===== src/rtl/maze_pkt_pkg.sv =====
// Shared packet definitions for the mesh NoC: packet layout, address width
// and the helper that forms a node address from its grid coordinates.
package maze_pkt_pkg;

  localparam int PKT_W  = 23;
  localparam int ADDR_W = 6;

  // Packet layout, MSB first: qos, type, source, target, payload.
  typedef struct packed {
    logic              qos;
    logic [1:0]        ptype;
    logic [ADDR_W-1:0] src;
    logic [ADDR_W-1:0] tgt;
    logic [7:0]        data;
  } pkt_t;

  // Node address is {VP[2:0], HP[2:0]}.
  function automatic logic [ADDR_W-1:0] node_addr(input int unsigned hp, input int unsigned vp);
    logic [2:0] h_s;
    logic [2:0] v_s;
    h_s = hp[2:0];
    v_s = vp[2:0];
    return {v_s, h_s};
  endfunction

endpackage


===== src/rtl/pkt_fifo.sv =====
// Synchronous show-ahead FIFO of packets. Pointers carry one extra wrap bit
// so full and empty are distinguished without a separate counter; the
// occupancy output is kept as its own register.
module pkt_fifo
  import maze_pkt_pkg::*;
#(
  parameter int DEPTH = 4,
  localparam int AW   = $clog2(DEPTH)
) (
  input  logic        clk,
  input  logic        rst_n,
  input  logic        push,
  input  pkt_t        din,
  input  logic        pop,
  output pkt_t        dout,
  output logic        full,
  output logic        empty,
  output logic [AW:0] occ
);

  logic [AW:0] wr_ptr_r;
  logic [AW:0] rd_ptr_r;
  logic [AW:0] occ_r;
  pkt_t        mem_r [DEPTH];
  logic        push_s;
  logic        pop_s;

  assign full   = (wr_ptr_r[AW] != rd_ptr_r[AW]) && (wr_ptr_r[AW-1:0] == rd_ptr_r[AW-1:0]);
  assign empty  = (wr_ptr_r == rd_ptr_r);
  assign push_s = push && !full;
  assign pop_s  = pop && !empty;
  assign dout   = mem_r[rd_ptr_r[AW-1:0]];
  assign occ    = occ_r;

  // Storage array write; contents are don't-care until written.
  always_ff @(posedge clk) begin
    if (push_s) begin
      mem_r[wr_ptr_r[AW-1:0]] <= din;
    end
  end

  // Pointer and occupancy bookkeeping.
  always_ff @(posedge clk or negedge rst_n) begin
    if (!rst_n) begin
      wr_ptr_r <= '0;
      rd_ptr_r <= '0;
      occ_r    <= '0;
    end else begin
      if (push_s) begin
        wr_ptr_r <= wr_ptr_r + (AW+1)'(1);
      end
      if (pop_s) begin
        rd_ptr_r <= rd_ptr_r + (AW+1)'(1);
      end
      case ({push_s, pop_s})
        2'b10:   occ_r <= occ_r + (AW+1)'(1);
        2'b01:   occ_r <= occ_r - (AW+1)'(1);
        default: occ_r <= occ_r;
      endcase
    end
  end

endmodule


===== src/rtl/node_inject_q.sv =====
// Local injection queue in front of the node's pkt_in port. Host packets are
// source-stamped and buffered in a high and a low QoS queue; a strict-priority
// arbiter with a starvation limit feeds a registered valid/ready output stage.
// Packets aimed at a power-gated node (or issued while this node is gated)
// are swallowed at injection and counted.
module node_inject_q
  import maze_pkt_pkg::*;
#(
  parameter int HP         = 0,
  parameter int VP         = 0,
  parameter int DEPTH      = 4,
  parameter int STARVE_MAX = 4,
  localparam int OW        = $clog2(DEPTH) + 1
) (
  input  logic              clk,
  input  logic              rst_n,
  input  logic              pg_en,
  input  logic [ADDR_W-1:0] pg_node,
  input  logic              host_vld,
  output logic              host_rdy,
  input  logic              host_qos,
  input  logic [1:0]        host_type,
  input  logic [ADDR_W-1:0] host_tgt,
  input  logic [7:0]        host_data,
  output logic              pkt_in_vld,
  input  logic              pkt_in_rdy,
  output logic              pkt_in_qos,
  output logic [1:0]        pkt_in_type,
  output logic [ADDR_W-1:0] pkt_in_src,
  output logic [ADDR_W-1:0] pkt_in_tgt,
  output logic [7:0]        pkt_in_data,
  output logic [OW-1:0]     hi_occ,
  output logic [OW-1:0]     lo_occ,
  output logic [15:0]       drop_cnt
);

  localparam logic [ADDR_W-1:0] OWN_ADDR = node_addr(HP, VP);
  localparam int                SW       = $clog2(STARVE_MAX + 1);
  localparam logic [SW-1:0]     STARVE_LIM = SW'(STARVE_MAX);

  logic          drop_s;
  logic          accept_s;
  logic          hi_push_s;
  logic          lo_push_s;
  logic          hi_full_s;
  logic          lo_full_s;
  logic          hi_empty_s;
  logic          lo_empty_s;
  logic          load_s;
  logic          grant_hi_s;
  logic          grant_lo_s;
  pkt_t          wr_pkt_s;
  pkt_t          hi_dout_s;
  pkt_t          lo_dout_s;
  logic          out_vld_r;
  pkt_t          out_pkt_r;
  logic [SW-1:0] starve_r;
  logic [15:0]   drop_cnt_r;

  // Drop decision, host handshake and queue selection.
  always_comb begin
    drop_s    = pg_en && ((host_tgt == pg_node) || (pg_node == OWN_ADDR));
    host_rdy  = drop_s ? 1'b1 : (host_qos ? !hi_full_s : !lo_full_s);
    accept_s  = host_vld && host_rdy;
    hi_push_s = accept_s && !drop_s && host_qos;
    lo_push_s = accept_s && !drop_s && !host_qos;
    wr_pkt_s       = '0;
    wr_pkt_s.qos   = host_qos;
    wr_pkt_s.ptype = host_type;
    wr_pkt_s.src   = OWN_ADDR;
    wr_pkt_s.tgt   = host_tgt;
    wr_pkt_s.data  = host_data;
  end

  // Arbitration: high wins unless low has waited STARVE_MAX grants.
  always_comb begin
    load_s     = !out_vld_r || pkt_in_rdy;
    grant_hi_s = !hi_empty_s && (lo_empty_s || (starve_r < STARVE_LIM));
    grant_lo_s = !grant_hi_s && !lo_empty_s;
  end

  pkt_fifo #(.DEPTH(DEPTH)) u_hi_q (
    .clk   (clk),
    .rst_n (rst_n),
    .push  (hi_push_s),
    .din   (wr_pkt_s),
    .pop   (load_s && grant_hi_s),
    .dout  (hi_dout_s),
    .full  (hi_full_s),
    .empty (hi_empty_s),
    .occ   (hi_occ)
  );

  pkt_fifo #(.DEPTH(DEPTH)) u_lo_q (
    .clk   (clk),
    .rst_n (rst_n),
    .push  (lo_push_s),
    .din   (wr_pkt_s),
    .pop   (load_s && grant_lo_s),
    .dout  (lo_dout_s),
    .full  (lo_full_s),
    .empty (lo_empty_s),
    .occ   (lo_occ)
  );

  // Output stage: reload from the winner whenever empty or accepted downstream.
  always_ff @(posedge clk or negedge rst_n) begin
    if (!rst_n) begin
      out_vld_r <= 1'b0;
      out_pkt_r <= '0;
    end else if (load_s) begin
      if (grant_hi_s) begin
        out_vld_r <= 1'b1;
        out_pkt_r <= hi_dout_s;
      end else if (grant_lo_s) begin
        out_vld_r <= 1'b1;
        out_pkt_r <= lo_dout_s;
      end else begin
        out_vld_r <= 1'b0;
      end
    end
  end

  // Count consecutive high grants taken while low traffic is waiting.
  always_ff @(posedge clk or negedge rst_n) begin
    if (!rst_n) begin
      starve_r <= '0;
    end else if (load_s) begin
      if (lo_empty_s) begin
        starve_r <= '0;
      end else if (grant_hi_s) begin
        starve_r <= starve_r + SW'(1);
      end else begin
        starve_r <= '0;
      end
    end
  end

  // Saturating count of packets discarded at injection.
  always_ff @(posedge clk or negedge rst_n) begin
    if (!rst_n) begin
      drop_cnt_r <= 16'h0000;
    end else if (accept_s && drop_s && (drop_cnt_r != 16'hFFFF)) begin
      drop_cnt_r <= drop_cnt_r + 16'h0001;
    end
  end

  assign pkt_in_vld  = out_vld_r;
  assign pkt_in_qos  = out_pkt_r.qos;
  assign pkt_in_type = out_pkt_r.ptype;
  assign pkt_in_src  = out_pkt_r.src;
  assign pkt_in_tgt  = out_pkt_r.tgt;
  assign pkt_in_data = out_pkt_r.data;
  assign drop_cnt    = drop_cnt_r;

endmodule


===== config.mk =====
export PLATFORM = sky130hd
export DESIGN_NAME = node_inject_q
export DESIGN_NICKNAME = d
export VERILOG_FILES = /design/src/rtl/maze_pkt_pkg.sv /design/src/rtl/pkt_fifo.sv /design/src/rtl/node_inject_q.sv
export SDC_FILE = /design/constraint.sdc
export NUM_CORES = 1
export LEC_CHECK = 0
export BUFFER_PORTS_ARGS = -buffer_cell sky130_fd_sc_hd__clkbuf_2
export CORE_AREA = 2 2 121 123
export CTS_CLUSTER_SIZE = 12
export DETAILED_ROUTE_END_ITERATION = 12
export DIE_AREA = 0 0 123 125
export GPL_ROUTABILITY_DRIVEN = 1
export PLACE_DENSITY = 0.79
export RECOVER_POWER = 50
export SETUP_SLACK_MARGIN = 0.15
export SYNTH_ARGS = -nofsm -noshare
export SYNTH_HDL_FRONTEND = slang
export SYNTH_SLANG_ARGS = --single-unit

===== constraint.sdc =====
create_clock -name clk -period 6.6 [get_ports clk]
set_input_delay 0.66 -clock clk [delete_from_list [all_inputs] [get_ports clk]]
set_output_delay 0.66 -clock clk [all_outputs]
set_load 0.05 [all_outputs]

==> results by stage, run 1 <==
Final layout:
- Compared with the post-synthesis result, the final layout area differs by 11.65%.
- Leaving out filler cells and counting taps, the final layout contains about 700.
- The sequential standard cell area is 5460 sq um.
- The repair_antennas step left the layout with diodes totalling 0.
- The layout has just under 1000 filler cells.
- Leaving out fill and tap cells, the most frequent cell in the layout is edfxtp_1.
- The top cell types in the final layout, fill and taps aside, are 136 x edfxtp_1, 55 x dfrtp_1, 40 x clkbuf_1, 32 x mux2_4, 31 x clkbuf_2.
- Of the cells placed in the final design, the portion with a size suffix greater than 1 is between 20 and 25%.
- The total area of multi-input combinational cells is between 2000 and 3000 sq um.
- For this run, the post-layout net count is 560.
- The finished cells cover between 9000 and 10000 sq um.

Timing:
- Setup repair after global routing left no endpoint under its margin.
- Derived from the worst setup path, the maximum achievable clock frequency is between 300 and 400 MHz.
- The number of hold violations in the final report is 0.
- Once routing completed, OpenROAD measured the worst setup slack at between 3 and 4 ns.
- After routing, the total negative slack on setup checks comes to 0 ns.
- The final max-slew violation count is 56.
- Setup violations remaining at the end of the flow were counted as 0.
- The clock arrives with 0.01166 ns of skew.
- For the pin with the worst max-slew slack, the measured transition is between 3 and 4 ns.
- The worst pin sits at a relative slew slack of -105.1%.
- The clock period minus final worst setup slack is approximately 3.1 ns.
- The worst path uses a little under half of the clock period.

Setup path:
- The worst setup path is of the primary input to output port kind.
- STA puts the critical path data required time at about 5.9 ns.
- The maximum fanout along the worst path is 20.
- Traced cell by cell, the critical path runs through clkbuf_1, xor2_1, a2111o_1, a211oi_2, buf_4, or3_1, clkbuf_2.
- The worst endpoint data arrival time is between 2 and 2.5 ns.
- The cell type of the slowest stage on the worst timing path is a2111o_1.
- The cell family contributing the most delay on the critical path is buffers and inverters.
- The worst setup path is launched from a primary input.
- The number of buffers and inverters on the critical path is 3.
- The worst setup path is captured at an output port.
- The delay of the slowest critical-path stage is slightly above 0.4 ns.

GRT:
- The number of global-route vias before repair is around 4200.
- The initial antenna violation count is 0.
- The maximum number of pins on one net before global-route repair is 56.
- The global-route congestion overflow total is 0.
- The first global-routing pass estimated 23.57 mm of wire.
- Across every metal layer, demand over resource in global routing totals a little over a fifth.

Power and ir drop:
- Power spread over the standard cell area amounts to about 470 nW/um^2.
- The design draws around 4.3 mW.
- The total leakage power is approximately 3.5 nW.
- The worst ir drop on vdd is between 0.2 and 0.3 mV.

Placement:
- During placement, the flow inserted port buffers numbering 68.
- The placer congestion estimate is ~0.8.
- The cell area reported after detailed placement is just under 9000 sq um.
- OpenSTA, run right after detailed placement, puts the worst setup slack at approximately 3.3 ns.
- Once placement completed, the tool counted placed cells totaling between 600 and 700.
- The HPWL reported at the end of detailed placement is between 8 and 9 mm.

Die:
- The die is between 100 and 150 um tall.
- The I/O pin total is 75.
- After floorplanning, the core was divided into 44 placement rows.
- The die span in x is around 120 um.
- The floorplan step defined a die boundary enclosing between 15000 and 20000 sq um.
- The starting density of the core is 58.06%.
- After floorplanning, the core was sized to cover between 10000 and 15000 sq um.

Routing:
- The number of vias per cell after detailed routing is roughly 5.7.
- In the routed design, unresolved DRC markers number 0.
- Dividing the detail-routed wire length by the instance count gives just over 20 um.
- The first routing iteration left approximately 350 violations.
- For this run, the detailed router's first-pass iteration total came to 4.
- The routed layout has 4032 vias.
- The routed design has between 10 and 15 mm of wire.
- The post-detailed-route count of antenna-violating nets is 0.

Clock network:
- The number of buffers inserted during clock tree synthesis is 17.
- The number of buffers on the longest clock path is 2.
- The clock network latency to the later pin of the worst-skew pair is 0.43 ns.
- After clock tree synthesis, the flow added hold-fix buffers numbering 0.
- The clock transition at the register clock pins on the worst setup and hold paths after CTS is roughly 0.070 ns.
- The number of clock sinks is 191.
- The number of cells upsized or downsized after cts is 0.
- The setup fix buffers added after clock tree synthesis is 0.
- The H-tree was split into 4 levels.
- The cell chosen for the clock root is clkbuf_16.
- The CTS tree is done.

Min path:
- The worst hold path belongs to the class flop to flop.

Synth:
- The share of synthesized registers carrying an async set or reset is approximately 29%.
- The average instance area after synthesis is about 19 sq um.
- The count of flip-flops with a built-in enable after synthesis is 136.
- The sequential-to-total area share from yosys stat is between 60 and 70%.
- The number of warning messages in the yosys log is 0.
- The netlist uses 47 different library cells.
- After synthesis the cells add up to between 8000 and 9000 sq um.
- The flip-flop and latch count after synthesis is 191.
- Synthesis produced 438 cells.
- The flip-flop cell with the highest count after synthesis is edfxtp_1.

Job:
- The number of violations of the max-capacitance limit is 1.

Run status:
- The run finished, with violations left.
- The final reports fail on capacitance limit, slew limit.
-- final timing paths --
check / start / end / slack [ns] / cells past startpoint
max reg2reg: u_hi_q.rd_ptr_r[1]$_DFFE_PN0P_ / u_hi_q.occ[2]$_DFFE_PN0P_ / 3.54 / 9
min: u_hi_q.occ[2]$_DFFE_PN0P_ / u_hi_q.occ[2]$_DFFE_PN0P_ / 0.48 / 1
max: host_tgt[2] / host_rdy / 3.47 / 7
max in group asynchronous: rst_n / u_hi_q.rd_ptr_r[2]$_DFFE_PN0P_ / 3.52 / 2
min reg2reg: u_hi_q.occ[2]$_DFFE_PN0P_ / u_hi_q.occ[2]$_DFFE_PN0P_ / 0.48 / 1
min in group asynchronous: rst_n / drop_cnt[13]$_DFFE_PN0P_ / 1.34 / 2
-- metal layers --
metal / GRT usage (%) / share of wire [%] / routed length, um
met3: 5.611 / 4.1 / 614
met4: 6.751 / 1.2 / 178
met5: 0 / 0 / 0
met2: 35.07 / 53 / 7830
met1: 27.28 / 42 / 6201
-- cell type report --
cell class | count | share of cell area, %
clock buffer | 19 | 4.702
clock inverter | 13 | 1.454
inverter | 12 | 0.4892
multi-input combinational | 220 | 27.91
sequential | 191 | 59.30
tap | 184 | 2.500
timing repair buffer | 74 | 3.642
-- worst register-to-register path, stage by stage (launching register included) --
cell and delay [ns]:
dfrtp_1 1.01, xnor2_2 0.21, and3b_4 0.24, a21o_4 0.35
nor2_2 0.12, ha_1 0.27, fa_1 0.39, xnor2_1 0.17
nor2_1 0.07, xor2_1 0.14
-- Yosys cell counts (all sizes together) (10+ instances only) --
master / instances / area, sq um
inv: 12 / 45.04
nand4: 10 / 62.56
dfrtp: 55 / 1376
nand2: 13 / 51.30
buf: 17 / 158.9
nor2: 14 / 73.82
xor2: 13 / 113.9
ha: 14 / 175.2
edfxtp: 136 / 4084
xnor2: 27 / 277.8
mux4: 34 / 840.8
mux2: 40 / 570.5
-- sequential cells by signal, indices dropped and copies added (netlist names) --
name,count
u_hi_q.wr_ptr_r,3
u_hi_q.mem_r,68
u_lo_q.occ,3
u_lo_q.wr_ptr_r,3
u_lo_q.rd_ptr_r,3
pkt_in_data,8
pkt_in_tgt,6
pkt_in_type,2
pkt_in_qos,1
drop_cnt,16
starve_r,3
u_hi_q.rd_ptr_r,3
u_lo_q.mem_r,68
pkt_in_vld,1
u_hi_q.occ,3
-- per-stage QoR --
stage	hold slack, ns	util, %
2_1_floorplan	0.3644	-
3_3_place_gp	0.4620	61.19
3_5_place_dp	0.4732	61.19
4_1_cts	0.4074	65.18
5_1_grt	0.4904	64.83
6_report	0.4757	64.83
-- power breakdown --
part / internal (mW) / leakage (nW) / switching, mW / total [mW]
clock: 0.558 / 0.274 / 0.429 / 0.987
combinational: 0.744 / 1.31 / 0.849 / 1.59
sequential: 1.53 / 1.91 / 0.180 / 1.71
-- kinds of logic after synthesis --
group,Yosys count,share of synthesized area (%)
AO/OA/AOI/OAI,12,1.229
buffers and inverters,32,2.974
AND/OR/NAND/NOR,71,4.946
multiplexers,75,17.24
adder cells (fa/ha/maj),16,2.610
other,1,0.04547
flip-flops,191,66.21
XOR/XNOR,40,4.749
No activity file was read; power rests on OpenSTA's default activity.
==> inputs of run 2 (changes only) <==
- CORE_AREA: 2 2 121 123 -> 2 2 128 130
- DIE_AREA: 0 0 123 125 -> 0 0 130 132
- PLACE_DENSITY: 0.79 -> 0.74
- clock period: 6.6 -> 2.6 ns (I/O delays scaled with it)
==> run 2 against run 1 <==
Net effect:
- the run now ends clean
- hold slack worse by 0.30 ns
- sequential cell count stayed put
- clock power grew to 2.8 times the previous value
- clock skew is 0.0050 ns lower
- largest power group is now combinational logic
- final cell count is 7.2% higher
- cell area is 3.5% higher
- first-iteration DRC count is 20% lower
- die area is 12% higher
==> results by stage, run 2 (same netlist as run 1, synthesis figures left out) <==
Setup path:
- In this run the critical register-to-register path is launched from u_lo_q.rd_ptr_r[2]$_DFFE_PN0P_.
- By instance count, the cell type seen most on the critical path is buf_4.
- The worst endpoint data arrival time was 2.08 ns (-0.39 ns).
- The worst setup path is captured at an output port.
- Walking the worst path, the cells encountered are clkbuf_1, xor2_1, a2111o_1, a211oi_2, buf_4, buf_4, or3_1, buf_12.
- The required time of the critical path came to 2.34 ns (-3.60 ns).
- The endpoint identified for the worst register-to-register timing path is u_hi_q.occ[1]$_DFFE_PN0P_.
- The length in cells of the worst reg-to-reg path is 7 (-2).
- The setup path with the least slack is of type primary input to output port.
- The most critical setup path has its endpoint at host_rdy.
- Among all stages on the critical path, the largest delay is contributed by a2111o_1.
- STA classifies the critical path startpoint as a primary input.
- The maximum fanout along the worst path is 17 (-15%).
- The delay of the slowest critical-path stage was 0.40 ns (about the same).
- The startpoint of the worst setup timing path is host_tgt[2].
- The minimum setup slack among reg-to-reg paths is 0.27 ns (-3.27 ns).

Timing:
- The total of endpoints with negative setup slack in the final report was 0 (unchanged).
- The worst path uses between 90% and 100% of the clock period.
- The clock period minus final worst setup slack is 2.342 ns.
- The number of hold violations in the final report is 0 (unchanged).
- Derived from the worst setup path, the maximum achievable clock frequency is approximately 430 MHz.
- The worst slew margin relative to its limit came to 3.595% (+110 points).
- Setup repair after global routing left no endpoint under its margin.
- The final max-slew violation count was 0 (-100%).
- The transition at the pin with the smallest max-transition slack is 1.446 ns (-1.631 ns).
- The setup TNS is 0 ns (unchanged).
- The setup skew after layout was 0.006702 ns (-0.004956 ns).
- The minimum hold slack is 0.1717 ns (-0.3040 ns).

Clock network:
- The H-tree depth reported by CTS came to 4 (unchanged).
- Clock tree synthesis selected as its root buffer the cell clkbuf_16.
- The number of clock sinks is 191 (unchanged).
- TritonCTS built the clock tree.
- The clock transition at the register clock pins on the worst setup and hold paths after CTS was 0.08 ns (about the same).
- The setup fix buffers added after clock tree synthesis is 0 (unchanged).
- The number of buffers on the longest clock path is 2 (unchanged).
- The clock network latency to the later pin of the worst-skew pair came to 0.43 ns (about the same).
- The number of buffers inserted during clock tree synthesis is 17 (unchanged).

GRT:
- The maximum number of pins on one net before global-route repair is 56 (unchanged).
- The number of global-route vias before repair was 4204 (-0.52%).
- The total routing resource utilization after global routing is 18.73% (-2.4 points).
- The wire length of the first global-routing pass is 23.32 mm (-1.1%).
- The initial antenna violation count is 0 (unchanged).
- The global-route congestion overflow total is 0 (unchanged).

Die:
- The starting density of the core is 52.48% (-5.6 points).
- The area of the core is 15710 sq um (+11%).
- The die span in x is 130 um (+5.7%).
- The area of the die is 17160 sq um (+12%).
- The I/O pin total is 75 (unchanged).
- The count of standard-cell rows is 46 (+4.5%).
- The die extent in y was 132 um (+5.6%).

Final layout:
- The total number of nets in the final design is 579 (+3.4%).
- The final design area excluding fillers is 9528 sq um (+3.5%).
- The library cells used most frequently in the layout, excluding fill and tap cells, are 136 x edfxtp_1, 55 x dfrtp_1, 39 x clkbuf_1, 32 x mux2_4, 32 x clkbuf_2.
- The number of filler cells placed in the layout was 1175 (+21%).
- Compared with the post-synthesis result, the final layout area differs by 15.54%.
- The count of non-filler cells in the finished layout came to 764 (+7.2%).
- The count of antenna diodes in the layout is 0 (unchanged).
- The fraction of final layout cells sized beyond drive strength 1 is 27.55% (+3.4 points).
- The most common library cell in the layout ignoring fill and taps is edfxtp_1.

Routing:
- The violation count after the first detailed-route iteration is 281 (-20%).
- The per-cell routed wire length is 19.81 um (-4.7%).
- The final routed DRC violation total is 0 (unchanged).
- The post-detailed-routing wire length is 15.14 mm (+2.1%).
- The via total after detailed routing came to 4137 (+2.6%).
- The count of TritonRoute iterations in the first routing pass is 4 (unchanged).
- The number of vias per cell after detailed routing is 5.415 (-4.2%).
- The post-detailed-route count of antenna-violating nets came to 0 (unchanged).

Placement:
- The HPWL reported at the end of detailed placement came to 9.190 mm (+3.6%).
- The placer congestion estimate is 0.7929 (-0.46%).
- The count of buffers from port buffering is 68 (unchanged).
- The cell count after placement came to 731 (+7.3%).
- The cell area reported after detailed placement is 8906 sq um (+2.5%).

Power and ir drop:
- The total leakage power is 3.650 nW (+4.4%).
- The worst ir drop on vdd is 0.6272 mV (+150%).
- The total power density per cell area was 1189 nW/um^2 (+160%).

Min path:
- The start point of the worst hold path is host_data[4].
- In this run the worst hold path is classified as primary input to flop.

Run status:
- The flow ran to the end, and the final reports show no timing, DRC or antenna violations.

Job:
- The number of violations of the max-capacitance limit came to 0 (-1).
## run 2: report_power, final
group	total [mW]	internal, mW	switching, mW	leakage, nW
Clock	2.81	1.52	1.30	0.321
Combinational	4.31	1.99	2.31	1.41
Sequential	4.20	3.88	0.329	1.91
## run 2: worst max-delay path, delay by kind of cell
| family | cells | cell delay [ns] |
|---|---|---|
| AOI/OAI and AO/OA | 2 | 0.76 |
| buffers and inverters | 4 | 0.67 |
| xor gates and xnor gates | 1 | 0.16 |
| and+or+nand+nor | 1 | 0.22 |
## run 2: metrics by stage
step / util (%) / setup slack, ns / power, mW
after floorplan: - / 0.2390 / 7.748
after detailed placement: 56.68 / 0.04478 / 8.651
after CTS: 60.97 / 0.1773 / 11.47
after global routing: 60.64 / 0.1510 / 11.86
after global placement: 56.68 / 0.06815 / 8.520
final: 60.64 / 0.2581 / 11.33
## run 2: timing repair
action | in CTS | in global routing
hold endpoints to repair | 28 | 0
resized for setup | 0 | 1
setup endpoints to repair | 0 | 11
hold buffers | 1 | 0
## run 2: worst min-delay path by stage
stage                                          endpoint  slack [ns]  cells after the start
after detailed placement      u_hi_q.occ[2]$_DFFE_PN0P_        0.46                      1
final                      u_hi_q.mem_r[0][4]$_DFFE_PP_        0.17                      1
after floorplan                 drop_cnt[0]$_DFFE_PN0P_       -0.04                      0
after global placement          drop_cnt[5]$_DFFE_PN0P_        0.45                      2
after global routing      u_hi_q.mem_r[1][15]$_DFFE_PP_        0.16                      1
after CTS                 u_hi_q.mem_r[1][15]$_DFFE_PP_        0.08                      1
## run 2: per-layer routing
layer	track usage, %	part of all wire, %	up-vias	wire length (um)
met5	0	0	-	0
met4	6.452	1.8	0	274
met3	4.464	4.7	26	711
met2	31.47	51	125	7787
met1	23.87	42	2110	6364
li1	-	-	1876	-
## run 2: area by class of cell
class	instances	area [sq um]	share of cell area (%)
well taps	216	270.3	2.837
repair buffers	93	511.7	5.371
clock inverters	15	239.0	2.508
multi-input cells	220	2576	27.04
inverters	12	45.04	0.4728
flip-flops and latches	191	5460	57.31
clock buffers	17	425.4	4.465
